**config.mk**
```make
export PLATFORM = sky130hd
export DESIGN_NAME = poa_block_proposer
export DESIGN_NICKNAME = d
export VERILOG_FILES = /design/src/rtl/poa_pkg.sv /design/src/rtl/poa_req_fifo.sv /design/src/rtl/poa_block_proposer.sv
export SDC_FILE = /design/constraint.sdc
export NUM_CORES = 1
export LEC_CHECK = 0
export BUFFER_PORTS_ARGS = -buffer_cell sky130_fd_sc_hd__buf_2
export CORE_MARGIN = 3
export CORE_UTILIZATION = 51
export CTS_CLUSTER_SIZE = 28
export DETAILED_ROUTE_END_ITERATION = 7
export PLACE_DENSITY_LB_ADDON = 0.08
export SLEW_MARGIN = 20
export SYNTH_ARGS = -nofsm -noshare
export SYNTH_HDL_FRONTEND = slang
export SYNTH_SLANG_ARGS = --single-unit
```
**constraint.sdc**
```tcl
create_clock -name clk -period 3.2 [get_ports clk]
set_input_delay 0.64 -clock clk [delete_from_list [all_inputs] [get_ports clk]]
set_output_delay 0.64 -clock clk [all_outputs]
set_load 0.02 [all_outputs]
```
**src/rtl/poa_pkg.sv**
```systemverilog
// Shared types for the proof-of-authority block proposer and its request FIFO.
package poa_pkg;

  localparam int ID_W = 32;

  typedef logic [ID_W-1:0] poa_id_t;

  typedef enum logic [1:0] {
    IDLE,
    ISSUE,
    WAIT,
    REPORT
  } poa_prop_state_t;

endpackage

```
**src/rtl/poa_req_fifo.sv**
```systemverilog
// Request FIFO holding {block_id, validator_id} pairs awaiting validation.
module poa_req_fifo #(
  parameter int W     = 64,
  parameter int DEPTH = 4
) (
  input  logic         clk,
  input  logic         rst_n,
  input  logic         push,
  input  logic [W-1:0] push_data,
  input  logic         pop,
  output logic [W-1:0] pop_data,
  output logic         full,
  output logic         empty
);

  localparam int AW = $clog2(DEPTH);

  logic [W-1:0] mem [DEPTH];
  logic [AW:0]  wr_ptr;
  logic [AW:0]  rd_ptr;
  logic         do_push;
  logic         do_pop;

  // Extra wrap bit distinguishes full from empty when the indices match.
  assign empty    = (wr_ptr == rd_ptr);
  assign full     = (wr_ptr[AW-1:0] == rd_ptr[AW-1:0]) && (wr_ptr[AW] != rd_ptr[AW]);
  assign do_push  = push && !full;
  assign do_pop   = pop && !empty;
  assign pop_data = mem[rd_ptr[AW-1:0]];

  always_ff @(posedge clk) begin
    if (do_push) begin
      mem[wr_ptr[AW-1:0]] <= push_data;
    end
  end

  always_ff @(posedge clk or negedge rst_n) begin
    if (!rst_n) begin
      wr_ptr <= '0;
      rd_ptr <= '0;
    end else begin
      if (do_push) begin
        wr_ptr <= wr_ptr + (AW+1)'(1);
      end
      if (do_pop) begin
        rd_ptr <= rd_ptr + (AW+1)'(1);
      end
    end
  end

endmodule

```
**src/rtl/poa_block_proposer.sv**
```systemverilog
// Queues candidate blocks and issues them one at a time to the proof-of-authority
// validator, reporting each verdict upstream and keeping accept/reject statistics.
//
// state  | meaning
// IDLE   | waiting for a queued block; pops the FIFO head into the request regs
// ISSUE  | validate_block pulse to the validator
// WAIT   | counting down to the block_valid sample point
// REPORT | result_valid strobe; statistics updated
module poa_block_proposer
  import poa_pkg::*;
#(
  parameter int ID_W     = poa_pkg::ID_W,
  parameter int DEPTH    = 4,
  parameter int RESP_LAT = 2,
  parameter int CNT_W    = 16
) (
  input  logic             clk,
  input  logic             reset_n,
  input  logic             submit_valid,
  output logic             submit_ready,
  input  logic [ID_W-1:0]  submit_block_id,
  input  logic [ID_W-1:0]  submit_validator_id,
  output logic             validate_block,
  output logic [ID_W-1:0]  block_id,
  output logic [ID_W-1:0]  validator_id,
  input  logic             block_valid,
  output logic             result_valid,
  output logic [ID_W-1:0]  result_block_id,
  output logic             result_accepted,
  output logic [CNT_W-1:0] accepted_count,
  output logic [CNT_W-1:0] rejected_count,
  output logic             busy
);

  localparam int WCW = (RESP_LAT > 1) ? $clog2(RESP_LAT) : 1;
  localparam logic [WCW-1:0] WAIT_LAST = WCW'(RESP_LAT - 1);
  localparam logic [CNT_W-1:0] CNT_MAX = '1;

  poa_prop_state_t   state_q;
  logic [WCW-1:0]    wait_cnt;
  logic              ready_en;
  logic              fifo_full;
  logic              fifo_empty;
  logic              fifo_pop;
  logic [2*ID_W-1:0] fifo_head;

  // Hold submit_ready low until the first clock after reset release.
  always_ff @(posedge clk or negedge reset_n) begin
    if (!reset_n) begin
      ready_en <= 1'b0;
    end else begin
      ready_en <= 1'b1;
    end
  end

  assign submit_ready = ready_en && !fifo_full;
  assign fifo_pop     = (state_q == IDLE) && !fifo_empty;
  assign busy         = (state_q != IDLE) || !fifo_empty;

  poa_req_fifo #(
    .W     (2*ID_W),
    .DEPTH (DEPTH)
  ) u_req_fifo (
    .clk       (clk),
    .rst_n     (reset_n),
    .push      (submit_valid && submit_ready),
    .push_data ({submit_block_id, submit_validator_id}),
    .pop       (fifo_pop),
    .pop_data  (fifo_head),
    .full      (fifo_full),
    .empty     (fifo_empty)
  );

  always_ff @(posedge clk or negedge reset_n) begin
    if (!reset_n) begin
      state_q         <= IDLE;
      wait_cnt        <= '0;
      validate_block  <= 1'b0;
      block_id        <= '0;
      validator_id    <= '0;
      result_valid    <= 1'b0;
      result_block_id <= '0;
      result_accepted <= 1'b0;
      accepted_count  <= '0;
      rejected_count  <= '0;
    end else begin
      case (state_q)
        IDLE: begin
          if (!fifo_empty) begin
            block_id       <= fifo_head[2*ID_W-1:ID_W];
            validator_id   <= fifo_head[ID_W-1:0];
            validate_block <= 1'b1;
            state_q        <= ISSUE;
          end
        end
        ISSUE: begin
          validate_block <= 1'b0;
          wait_cnt       <= '0;
          state_q        <= WAIT;
        end
        WAIT: begin
          // block_valid is only looked at on this one cycle.
          if (wait_cnt == WAIT_LAST) begin
            result_accepted <= block_valid;
            result_block_id <= block_id;
            result_valid    <= 1'b1;
            state_q         <= REPORT;
          end else begin
            wait_cnt <= wait_cnt + WCW'(1);
          end
        end
        REPORT: begin
          result_valid <= 1'b0;
          if (result_accepted) begin
            if (accepted_count != CNT_MAX) begin
              accepted_count <= accepted_count + CNT_W'(1);
            end
          end else begin
            if (rejected_count != CNT_MAX) begin
              rejected_count <= rejected_count + CNT_W'(1);
            end
          end
          state_q <= IDLE;
        end
        default: begin
          state_q <= IDLE;
        end
      endcase
    end
  end

endmodule
```
==> summary.md, run 1 <==
| Metric | Value |
|---|---|
| Number of synthesized flops with an enable pin | `approximately 260` |
| Synth area leader | `edfxtp_1` |
| #FFs+latches synth | `just under 400` |
| Yosys cell types | `between 40 and 50` |
| Starting density of the core | `52.1%` |
| Most frequent cells in the layout | `256 x edfxtp_1, 199 x buf_2, 139 x dfrtp_1` |
| CTS buffer count | `slightly above 40` |
| Routed len/inst | `about 20 um` |
| Reg2reg end | `u_req_fifo.mem[1][60]` |
| Tot GR Track Use | `18.3%` |
| Largest stage delay, worst path | `approximately 0.50 ns` |
| Adder-cell share of the synthesized area | `0.913%` |
| Synth Area in Simple Gates | `3.59%` |
| Least-Margin Pin Slew | `roughly 1.0 ns` |
| Final setup margin | `roughly 0.52 ns` |
| Max-slew violation count | `0` |
| Most common cell after layout, fill and taps aside | `edfxtp_1` |
| Drc violations | `0` |
| P&R area growth vs syn | `20.3%` |
| Leak | `a little over 7 nW` |
| Syn Area/Cell | `20.2 um^2` |
| I/O pins | `201` |
| Clk_lat worst skew | `between 0.5 and 0.6 ns` |
| CTS Sinks | `397` |
| Largest family of logic cells by synthesized area | `multiplexers` |
| Fin cells | `roughly 1.4k` |
| Worst R2R Start | `u_req_fifo.rd_ptr[0]` |
| Status | `finished clean` |
| Die Area | `about 0.032 mm^2` |
| Vias in the first global route | `8111` |
| Vias per inst | `roughly 5.4` |
| Total gr overflow | `0` |
| CTS tree | `yes` |
| Register area share after synthesis | `74.4%` |
| Placement Setup Slack | `0.922 ns` |
| Global-route wire length before repair | `between 40 and 50 mm` |
| Fmax | `374 MHz` |
| DP Cell Count | `between 1k and 1.5k` |
| Worst clock skew | `0.0100 ns` |
| Core Region | `between 0.02 and 0.03 mm^2` |
| Peak supply drop | `0.579 mV` |
| Row count | `62` |
| CP Class | `reg -> out` |
| Fin Setup TNS | `0 ns` |
| Cts hold-fix bufs | `0` |
| Cell Pwr Density | `983 mW/mm^2` |
| Synth Area in Compound Gates | `less than 1%` |
| Multi-input gate area | `about 0.0037 mm^2` |
| Max Root-Sink Buffers | `3` |
| Ys async rst share | `a little over a third` |
| CTS H-tree lvls | `2` |
| Pin count of the biggest net entering global routing | `67` |
| Drt pass-1 iters | `5` |
| Slew HR | `32.0%` |
| Critical Path RT | `around 2.6 ns` |
| CP endpoint kind | `output port` |
| Final period util | `a little over four fifths` |
| Min Tclk post-route | `between 2 and 3 ns` |
| Top delay family on crit path | `simple AND/OR/NAND/NOR gates` |
| Initial antenna violation count | `4` |
| Arrival @ worst endpoint | `2.04 ns` |
| Die width | `about 180 um` |
| Post-Syn Nets | `826` |
| Fin nets | `about 1.1k` |
| Final hold vios | `0` |
| Post-CTS Resized | `0` |
| Mux share of post-synthesis cell area | `about 18%` |
| Drt initial violations | `~400` |
| Clk root buf | `clkbuf_16` |
| Hpwl dp | `between 15 and 20 mm` |
| Clock-pin slew on the worst setup and hold paths | `0.06 ns` |
| Hold Path Class | `in -> async` |
| Post-synthesis cell area | `~0.015 mm^2` |
| Buffers on Ports | `200` |
| Post-Synth XOR/XNOR Area | `approximately 1.8%` |
| RSZ-0062 raised after global routing | `no` |
| Top FF cell, synth | `edfxtp_1` |
| Buffers and inverters on the worst path | `1` |
| Share of post-route cells with drive strength above 1 | `approximately 44%` |
| Placer Congestion | `between 0.7 and 0.8` |
| Final wirelength | `approximately 29 mm` |
| Tightest hold margin | `0.0848 ns` |
| Fillers | `a little over 2k` |
| Cells after Synth | `~750` |
| Die height | `~180 um` |
| Max Cap Viol | `0` |
| R2R Setup Slk | `0.93 ns` |
| Crit path cell chain | `xor2_1 > or3_1 > and2_1 > buf_2` |
| Reg2Reg Depth | `5` |
| CP max FO | `4` |
| CP max-delay cell | `dfrtp_4` |
| DRT antenna net count | `0` |
| Synth top area share | `51.0%` |
| Top cells by area, synth | `edfxtp_1 51%, dfrtp_1 23%, mux4_2 9.6%` |
| Register area | `0.0112 mm^2` |
| Ys Warns | `0` |
| Count of final setup violators | `0` |
| # Post-CTS Setup Buffers | `0` |
| DR vias | `7585` |
| Crit path launch type | `flop` |
-- layer usage --
layer,wire length (um),up-vias,global-route usage (%)
li1,-,3399,-
met1,11800,3937,24.5
met2,14500,206,30.9
met3,1830,35,4.17
met4,359,8,4.12
met5,37,-,0
-- synthesized netlist by cell type (all sizes together), types with 7 or more instances --
library cell / n
inv: 10
nor4: 12
dfrtp: 141
xnor2: 7
ha: 11
mux4: 64
buf: 21
edfxtp: 256
mux2: 106
nand3: 8
xor2: 24
nor3: 12
nand4: 8
nand2: 19
nor2: 8
-- registers in the layout (all words and copies together) (netlist names) --
name,count
ready_en,1
rejected_count,16
validate_block,1
wait_cnt,1
u_req_fifo.wr_ptr,3
u_req_fifo.rd_ptr,3
accepted_count,16
result_valid,1
state_q,2
result_accepted,1
u_req_fifo.mem,256
validator_id,32
block_id,32
result_block_id,32
-- how the worst max path moves through the flow --
stage,from,to,slack (ns),cells after the start
final,u_req_fifo.rd_ptr[0],submit_ready,0.52,4
after global routing,u_req_fifo.rd_ptr[0],submit_ready,0.44,4
after CTS,u_req_fifo.rd_ptr[0],submit_ready,0.49,4
after detailed placement,u_req_fifo.rd_ptr[0],u_req_fifo.mem[0][55],0.92,5
after global placement,u_req_fifo.rd_ptr[0],u_req_fifo.mem[0][56],0.98,5
after floorplan,u_req_fifo.wr_ptr[0],u_req_fifo.mem[1][0],0.08,4
-- logic make-up after synthesis --
group | after synthesis
AOI/OAI and AO/OA | 14
other | 1
xor gates and xnor gates | 31
buffers and inverters | 35
adders and majority gates | 11
and+or+nand+nor | 87
DFF | 397
muxes | 171
-- report_power, final --
| group | switching (W) | leakage, nW | internal (W) | total, W |
|---|---|---|---|---|
| clock | 0.00183 | 0.736 | 0.00326 | 0.00508 |
| combinational | 0.00294 | 2.27 | 0.00247 | 0.00541 |
| sequential | 0.000637 | 4.04 | 0.00670 | 0.00734 |
| total | 0.00540 | 7.05 | 0.0124 | 0.0178 |
-- metrics by stage --
step,cell area (um^2),power [W],util (%)
floorplan,15100,0.0112,-
global placement,16600,0.0128,57.5
detailed placement,16600,0.0130,57.5
CTS,18100,0.0181,62.7
global route,18100,0.0188,62.7
finish,18100,0.0178,62.7
-- layout make-up --
class	count	area share (%)
antenna	2	0.0276
clock buffer	56	6.59
clock inverter	20	1.64
inverter	10	0.214
multi-input combinational	315	20.5
sequential	397	61.9
tap	384	2.65
timing repair buffer	212	6.47
Note: power is estimated with default switching activity, not from simulation.
==> run 2: changes to the inputs <==
Settings changed: ABC_AREA from default to 1.
Clock period 3.2 ns to 2.78 ns, I/O delays scaled along.
==> summary.md, run 2 <==
| Metric | Value |
|---|---|
| Ys Warns | `0 (unchanged)` |
| Status | `complete, but fails checks` |
| Clk_lat worst skew | `0.52 ns (about the same)` |
| Adder-cell share of the synthesized area | `0.868% (-0.046 points)` |
| GR Layer Usage met1 | `29.6% (+5.1 points)` |
| Synth Area in Compound Gates | `6.19% (+5.6 points)` |
| Die width | `182 um (+2.5%)` |
| I/O pins | `201 (unchanged)` |
| Final hold vios | `1 (+1)` |
| Fin nets | `1743 (+65%)` |
| Max Cap Viol | `0 (unchanged)` |
| Post-synthesis cell area | `0.0159 mm^2 (+5.2%)` |
| Die height | `182 um (+2.5%)` |
| Worst clock skew | `0.00881 ns (-0.00121 ns)` |
| Max-slew violation count | `0 (unchanged)` |
| Final wirelength | `34.7 mm (+21%)` |
| DP Cell Count | `2010 (+53%)` |
| Vias in the first global route | `10.4k (+28%)` |
| Post-Syn Nets | `1539 (+86%)` |
| Top FF cell, synth | `edfxtp_1` |
| Failing checks | `negative hold slack` |
| GR Util met3 | `4.41% (+0.23 points)` |
| Count of final setup violators | `0 (unchanged)` |
| Synth area leader | `edfxtp_1` |
| Drt pass-1 iters | `5 (unchanged)` |
| Tightest hold margin | `-0.00371 ns (-0.0885 ns)` |
| Buffers on Ports | `200 (unchanged)` |
| Max Root-Sink Buffers | `3 (unchanged)` |
| Fin cells | `2088 (+50%)` |
| CP startpoint | `u_req_fifo.rd_ptr[1]` |
| Clock-pin slew on the worst setup and hold paths | `0.06 ns (about the same)` |
| Synth top area share | `48.5% (-2.5 points)` |
| #FFs+latches synth | `397 (unchanged)` |
| Crit path launch type | `flop` |
| CTS Sinks | `397 (unchanged)` |
| Post-Synth XOR/XNOR Area | `0.931% (-0.87 points)` |
| Pin count of the biggest net entering global routing | `131 (+96%)` |
| Critical Path RT | `2.22 ns (-0.34 ns)` |
| CTS buffer count | `42 (+2.4%)` |
| Min Tclk post-route | `about 2.5 ns` |
| Mux share of post-synthesis cell area | `0% (-18 points)` |
| Post-synth top cells | `435 x nand2_1, 256 x edfxtp_1, 229 x nor2_1, 163 x o21ai_0, 141 x dfrtp_1` |
| Yosys cell types | `27 (-39%)` |
| Reg2Reg Depth | `5 (unchanged)` |
| Fmax | `about 400 MHz` |
| CP endpoint kind | `output port` |
| CP max FO | `25 (+21)` |
| Starting density of the core | `52.7% (+0.59 points)` |
| DR vias | `10.7k (+42%)` |
| Slew HR | `49.8% (+18 points)` |
| Drt initial violations | `769 (+90%)` |
| Least-Margin Pin Slew | `0.751 ns (-0.266 ns)` |
| Initial antenna violation count | `7 (+3)` |
| Post-CTS Resized | `0 (unchanged)` |
| Tot GR Track Use | `20.9% (+2.6 points)` |
| Ys async rst share | `35.5% (unchanged)` |
| Vias per inst | `5.14 (-5.3%)` |
| Cells after Synth | `1460 (+95%)` |
| Cell Pwr Density | `1100 mW/mm^2 (+12%)` |
| Arrival @ worst endpoint | `1.94 ns (-0.10 ns)` |
| Global-route wire length before repair | `55.6 mm (+24%)` |
| Routed len/inst | `16.6 um (-19%)` |
| Total gr overflow | `0 (unchanged)` |
| Core Region | `0.0301 mm^2 (+4.1%)` |
| RSZ-0062 raised after global routing | `no` |
| Busiest grt layer | `met2` |
| Most common cell after layout, fill and taps aside | `nand2_1` |
| Synth Area in Simple Gates | `18.2% (+15 points)` |
| Hold Path Class | `in -> async` |
| Row count | `63 (+1.6%)` |
| Number of synthesized flops with an enable pin | `256 (unchanged)` |
| Most frequent cells in the layout | `435 x nand2_1, 256 x edfxtp_1, 225 x nor2_1` |
| DRT antenna net count | `0 (unchanged)` |
| Top cells by area, synth | `edfxtp_1 48%, dfrtp_1 22%, nand2_1 10%` |
| Leak | `8.06 nW (+14%)` |
| Worst R2R Start | `u_req_fifo.rd_ptr[1]` |
| Clk root buf | `clkbuf_16` |
| # Post-CTS Setup Buffers | `0 (unchanged)` |
| Peak supply drop | `0.678 mV (+17%)` |
| Most frequent cell after synthesis | `nand2_1` |
| Placer Congestion | `0.812 (+3.7%)` |
| Register area share after synthesis | `70.7% (-3.7 points)` |
| Die Area | `0.0333 mm^2 (+5.1%)` |
| Met2 usage | `33.6% (+2.7 points)` |
| CP Class | `reg -> out` |
| CTS tree | `yes` |
| Share of post-route cells with drive strength above 1 | `17.7% (-26 points)` |
| Max reg flops | `256 (unchanged)` |
| Syn Area/Cell | `10.9 um^2 (-46%)` |
| Largest family of logic cells by synthesized area | `simple AND/OR/NAND/NOR gates` |
| Cts hold-fix bufs | `0 (unchanged)` |
| P&R area growth vs syn | `18.5%` |
| Hpwl dp | `21.3 mm (+22%)` |
| Fin Setup TNS | `0 ns (unchanged)` |
| Final period util | `roughly nine tenths` |
| CTS H-tree lvls | `2 (unchanged)` |
| Drc violations | `0 (unchanged)` |
[run 2: report_power, final]
group	leakage, nW	internal [W]	total [W]	switching (W)
logic	3.26	0.00212	0.00689	0.00476
clock network	0.679	0.00340	0.00555	0.00215
registers	4.12	0.00758	0.00831	0.000727
total	8.06	0.0131	0.0208	0.00764
[run 2: path summary, 6_finish.rpt]
check | to | slack, ns
setup / recovery | busy | 0.29
hold / removal | result_block_id[22] | -0.004
setup reg to reg | u_req_fifo.mem[1][8] | 0.49
hold reg to reg | result_block_id[24] | 0.47
max in group asynchronous | block_id[15] | 2.01
min in group clk | u_req_fifo.mem[0][43] | 0.24
[run 2: area by class of cell]
class / instances / area (um^2)
multi-input cells: 956 / 4190
repair buffers: 230 / 1360
diodes: 1 / 2.50
fillers: 2444 / 11300
flip-flops and latches: 397 / 11200
clock inverters: 15 / 175
clock buffers: 62 / 1220
inverters: 37 / 141
well taps: 390 / 488
[run 2: layer usage]
| metal | routed length (um) | up-vias | share of wire, % |
|---|---|---|---|
| li1 | - | 5296 | - |
| met1 | 15800 | 5098 | 45 |
| met2 | 16000 | 270 | 46 |
| met3 | 2230 | 65 | 6.4 |
| met4 | 657 | 12 | 1.9 |
| met5 | 65 | - | 0.19 |
[run 2: cell families after synthesis]
| family | Yosys count |
|---|---|
| simple gates | 732 |
| flops | 397 |
| compound gates | 196 |
| buf+inv | 107 |
| xor+xnor | 16 |
| fa+ha+maj | 11 |
| other cells | 1 |
[run 2: per-stage QoR]
step                      total power (W)  instance area [um^2]  util (%)  hold WS, ns  setup WS (ns)
after floorplan                    0.0131                 15900         -        0.260         -0.444
after detailed placement           0.0154                 17400      57.8        0.459          0.515
after global routing               0.0222                 18800      62.4       0.0318          0.185
final                              0.0208                 18800      62.4     -0.00371          0.288
after global placement             0.0153                 17400      57.8        0.456          0.536
after CTS                          0.0210                 18800      62.4      0.00140          0.250
[run 2: critical path, stage by stage, from the launching register on]
cell and delay [ns]:
dfrtp_4 0.60, xnor2_1 0.27, nand4_1 0.29, buf_2 0.26
==> run 3: changes to the inputs <==
Settings changed: RECOVER_POWER from default to 25.
==> summary.md, run 3 (synthesized netlist as in run 2, its figures left out) <==
| Metric | Value |
|---|---|
| Core Region | `0.0301 mm^2 (unchanged)` |
| Slew HR | `49.8% (about the same)` |
| Sequential power share | `40.1% (about the same)` |
| Register area | `0.0112 mm^2 (unchanged)` |
| CP endpoint kind | `output port` |
| Hpwl dp | `21.3 mm (unchanged)` |
| Vias per inst | `5.17 (+0.45%)` |
| CTS buffer count | `42 (unchanged)` |
| Total gr overflow | `0 (unchanged)` |
| Net Sw Frac | `36.9% (+0.055 points)` |
| Clock-pin slew on the worst setup and hold paths | `0.06 ns (about the same)` |
| Critical Path RT | `2.22 ns (about the same)` |
| Least-Margin Pin Slew | `0.751 ns (+0.000220 ns)` |
| DRT antenna net count | `0 (unchanged)` |
| Worst R2R Start | `u_req_fifo.rd_ptr[1]` |
| RSZ-0062 raised after global routing | `no` |
| Max Root-Sink Buffers | `3 (unchanged)` |
| Die height | `182 um (unchanged)` |
| Leak | `7.90 nW (-2.0%)` |
| Max-slew violation count | `0 (unchanged)` |
| Routed len/inst | `16.7 um (+0.27%)` |
| Peak supply drop | `0.682 mV (+0.60%)` |
| Arrival @ worst endpoint | `1.91 ns (-0.03 ns)` |
| Reg2Reg Depth | `5 (unchanged)` |
| Status | `complete, but fails checks` |
| Multi-input gate area | `0.00419 mm^2 (unchanged)` |
| Final wirelength | `34.8 mm (+0.27%)` |
| Global-route wire length before repair | `55.6 mm (unchanged)` |
| Most frequent cells in the layout | `435 x nand2_1, 256 x edfxtp_1, 225 x nor2_1` |
| Final period util | `88.9% (-0.80 points)` |
| Worst clock skew | `0.00901 ns (+0.000192 ns)` |
| Hold Path Class | `in -> async` |
| Pin count of the biggest net entering global routing | `131 (unchanged)` |
| CTS tree | `yes` |
| Count of final setup violators | `0 (unchanged)` |
| Starting density of the core | `52.7% (unchanged)` |
| Cell Pwr Density | `1110 mW/mm^2 (+0.39%)` |
| Cts hold-fix bufs | `0 (unchanged)` |
| Tightest hold margin | `-0.00378 ns (-0.0000766 ns)` |
| Buffers on Ports | `200 (unchanged)` |
| Row count | `63 (unchanged)` |
| I/O pins | `201 (unchanged)` |
| Reg2reg end | `u_req_fifo.mem[1][22]` |
| Fin nets | `1743 (unchanged)` |
| Switching Power | `0.00765 W (+0.14%)` |
| Combinational fraction of design power | `33.2% (about the same)` |
| Share of post-route cells with drive strength above 1 | `14.2% (-3.5 points)` |
| Tot GR Track Use | `20.9% (unchanged)` |
| Failing checks | `negative hold slack` |
| Util after Layout | `62.2% (-0.25 points)` |
| Fmax | `405 MHz (+0.90%)` |
| CTS Sinks | `397 (unchanged)` |
| Die width | `182 um (unchanged)` |
| Drt initial violations | `730 (-5.1%)` |
| Most common cell after layout, fill and taps aside | `nand2_1` |
| Crit path launch type | `flop` |
| Max Cap Viol | `0 (unchanged)` |
| CTS H-tree lvls | `2 (unchanged)` |
| Final hold vios | `1 (unchanged)` |
| Power, Total | `0.0207 W (about the same)` |
| Clk_lat worst skew | `0.52 ns (about the same)` |
| Initial antenna violation count | `5 (-2)` |
| Post-CTS Resized | `0 (unchanged)` |
| Internal power | `0.0131 W (about the same)` |
| R2R Setup Slk | `0.50 ns (about the same)` |
| Drt pass-1 iters | `5 (unchanged)` |
| Drc violations | `0 (unchanged)` |
| Die Area | `0.0333 mm^2 (unchanged)` |
| Min Tclk post-route | `2.47 ns (-0.0223 ns)` |
| Clk root buf | `clkbuf_16` |
| Clock power share | `26.8% (about the same)` |
| Placement Setup Slack | `0.515 ns (unchanged)` |
| Vias in the first global route | `10.4k (unchanged)` |
| CP Class | `reg -> out` |
| Placer Congestion | `0.812 (unchanged)` |
| # Post-CTS Setup Buffers | `0 (unchanged)` |
| P&R area growth vs syn | `18.0%` |
| Final setup margin | `0.310 ns (+0.0223 ns)` |
| Fillers | `2471 (+1.1%)` |
| CP max FO | `25 (unchanged)` |
| Fin Setup TNS | `0 ns (unchanged)` |
| Max reg flops | `256 (unchanged)` |
| DR vias | `10.8k (+0.45%)` |
[run 3: cell types whose count changed in the layout (fill, tap and decap cells not counted), sizes merged]
cell and change:
buf -60, clkbuf +60
[run 3: layout make-up]
| type | instances | share of cell area, % |
|---|---|---|
| Tap cell | 390 | 2.61 |
| Timing Repair Buffer | 230 | 6.85 |
| Clock buffer | 62 | 6.50 |
| Antenna cell | 1 | 0.0134 |
| Multi-Input combinational cell | 956 | 22.4 |
| Inverter | 37 | 0.755 |
| Clock inverter | 15 | 0.936 |
| Sequential cell | 397 | 59.9 |
[run 3: layer usage]
layer	GRT usage, %	part of all wire [%]	wire, um	vias to the layer above
met4	4.91	1.9	653	8
met1	29.6	46	15800	5171
met5	0	0.14	50	-
met2	33.6	46	15900	253
li1	-	-	-	5296
met3	4.41	6.6	2310	61
[run 3: critical path, cell delays in order, from the launching register on]
cell	delay, ns
dfrtp_4	0.59
xnor2_1	0.27
nand4_1	0.27
buf_2	0.25
[run 3: per-stage QoR]
stage	instance area [um^2]	cells
6_report	18700	2088
5_1_grt	18700	2088
4_1_cts	18800	2087
3_5_place_dp	17400	2010
3_3_place_gp	17400	2010
2_1_floorplan	15900	1460
[run 3: how the worst max path moves through the flow]
| stage | start | to | slack, ns |
|---|---|---|---|
| after detailed placement | u_req_fifo.rd_ptr[1] | u_req_fifo.mem[1][22] | 0.51 |
| after global routing | u_req_fifo.rd_ptr[1] | busy | 0.19 |
| after CTS | u_req_fifo.rd_ptr[1] | busy | 0.25 |
| final | u_req_fifo.rd_ptr[1] | busy | 0.31 |
| after global placement | u_req_fifo.rd_ptr[1] | u_req_fifo.mem[1][22] | 0.54 |
| after floorplan | u_req_fifo.rd_ptr[0] | u_req_fifo.mem[3][0] | -0.44 |
[run 3: power groups by stage]
| stage | combinational (W) | sequential, W | clock, W |
|---|---|---|---|
| 2_1_floorplan | 0.00398 | 0.00910 | 0 |
| 5_1_grt | 0.00785 | 0.00845 | 0.00594 |
| 4_1_cts | 0.00702 | 0.00831 | 0.00568 |
| 3_3_place_gp | 0.00688 | 0.00840 | 0 |
| 3_5_place_dp | 0.00699 | 0.00841 | 0 |
| 6_report | 0.00689 | 0.00831 | 0.00555 |
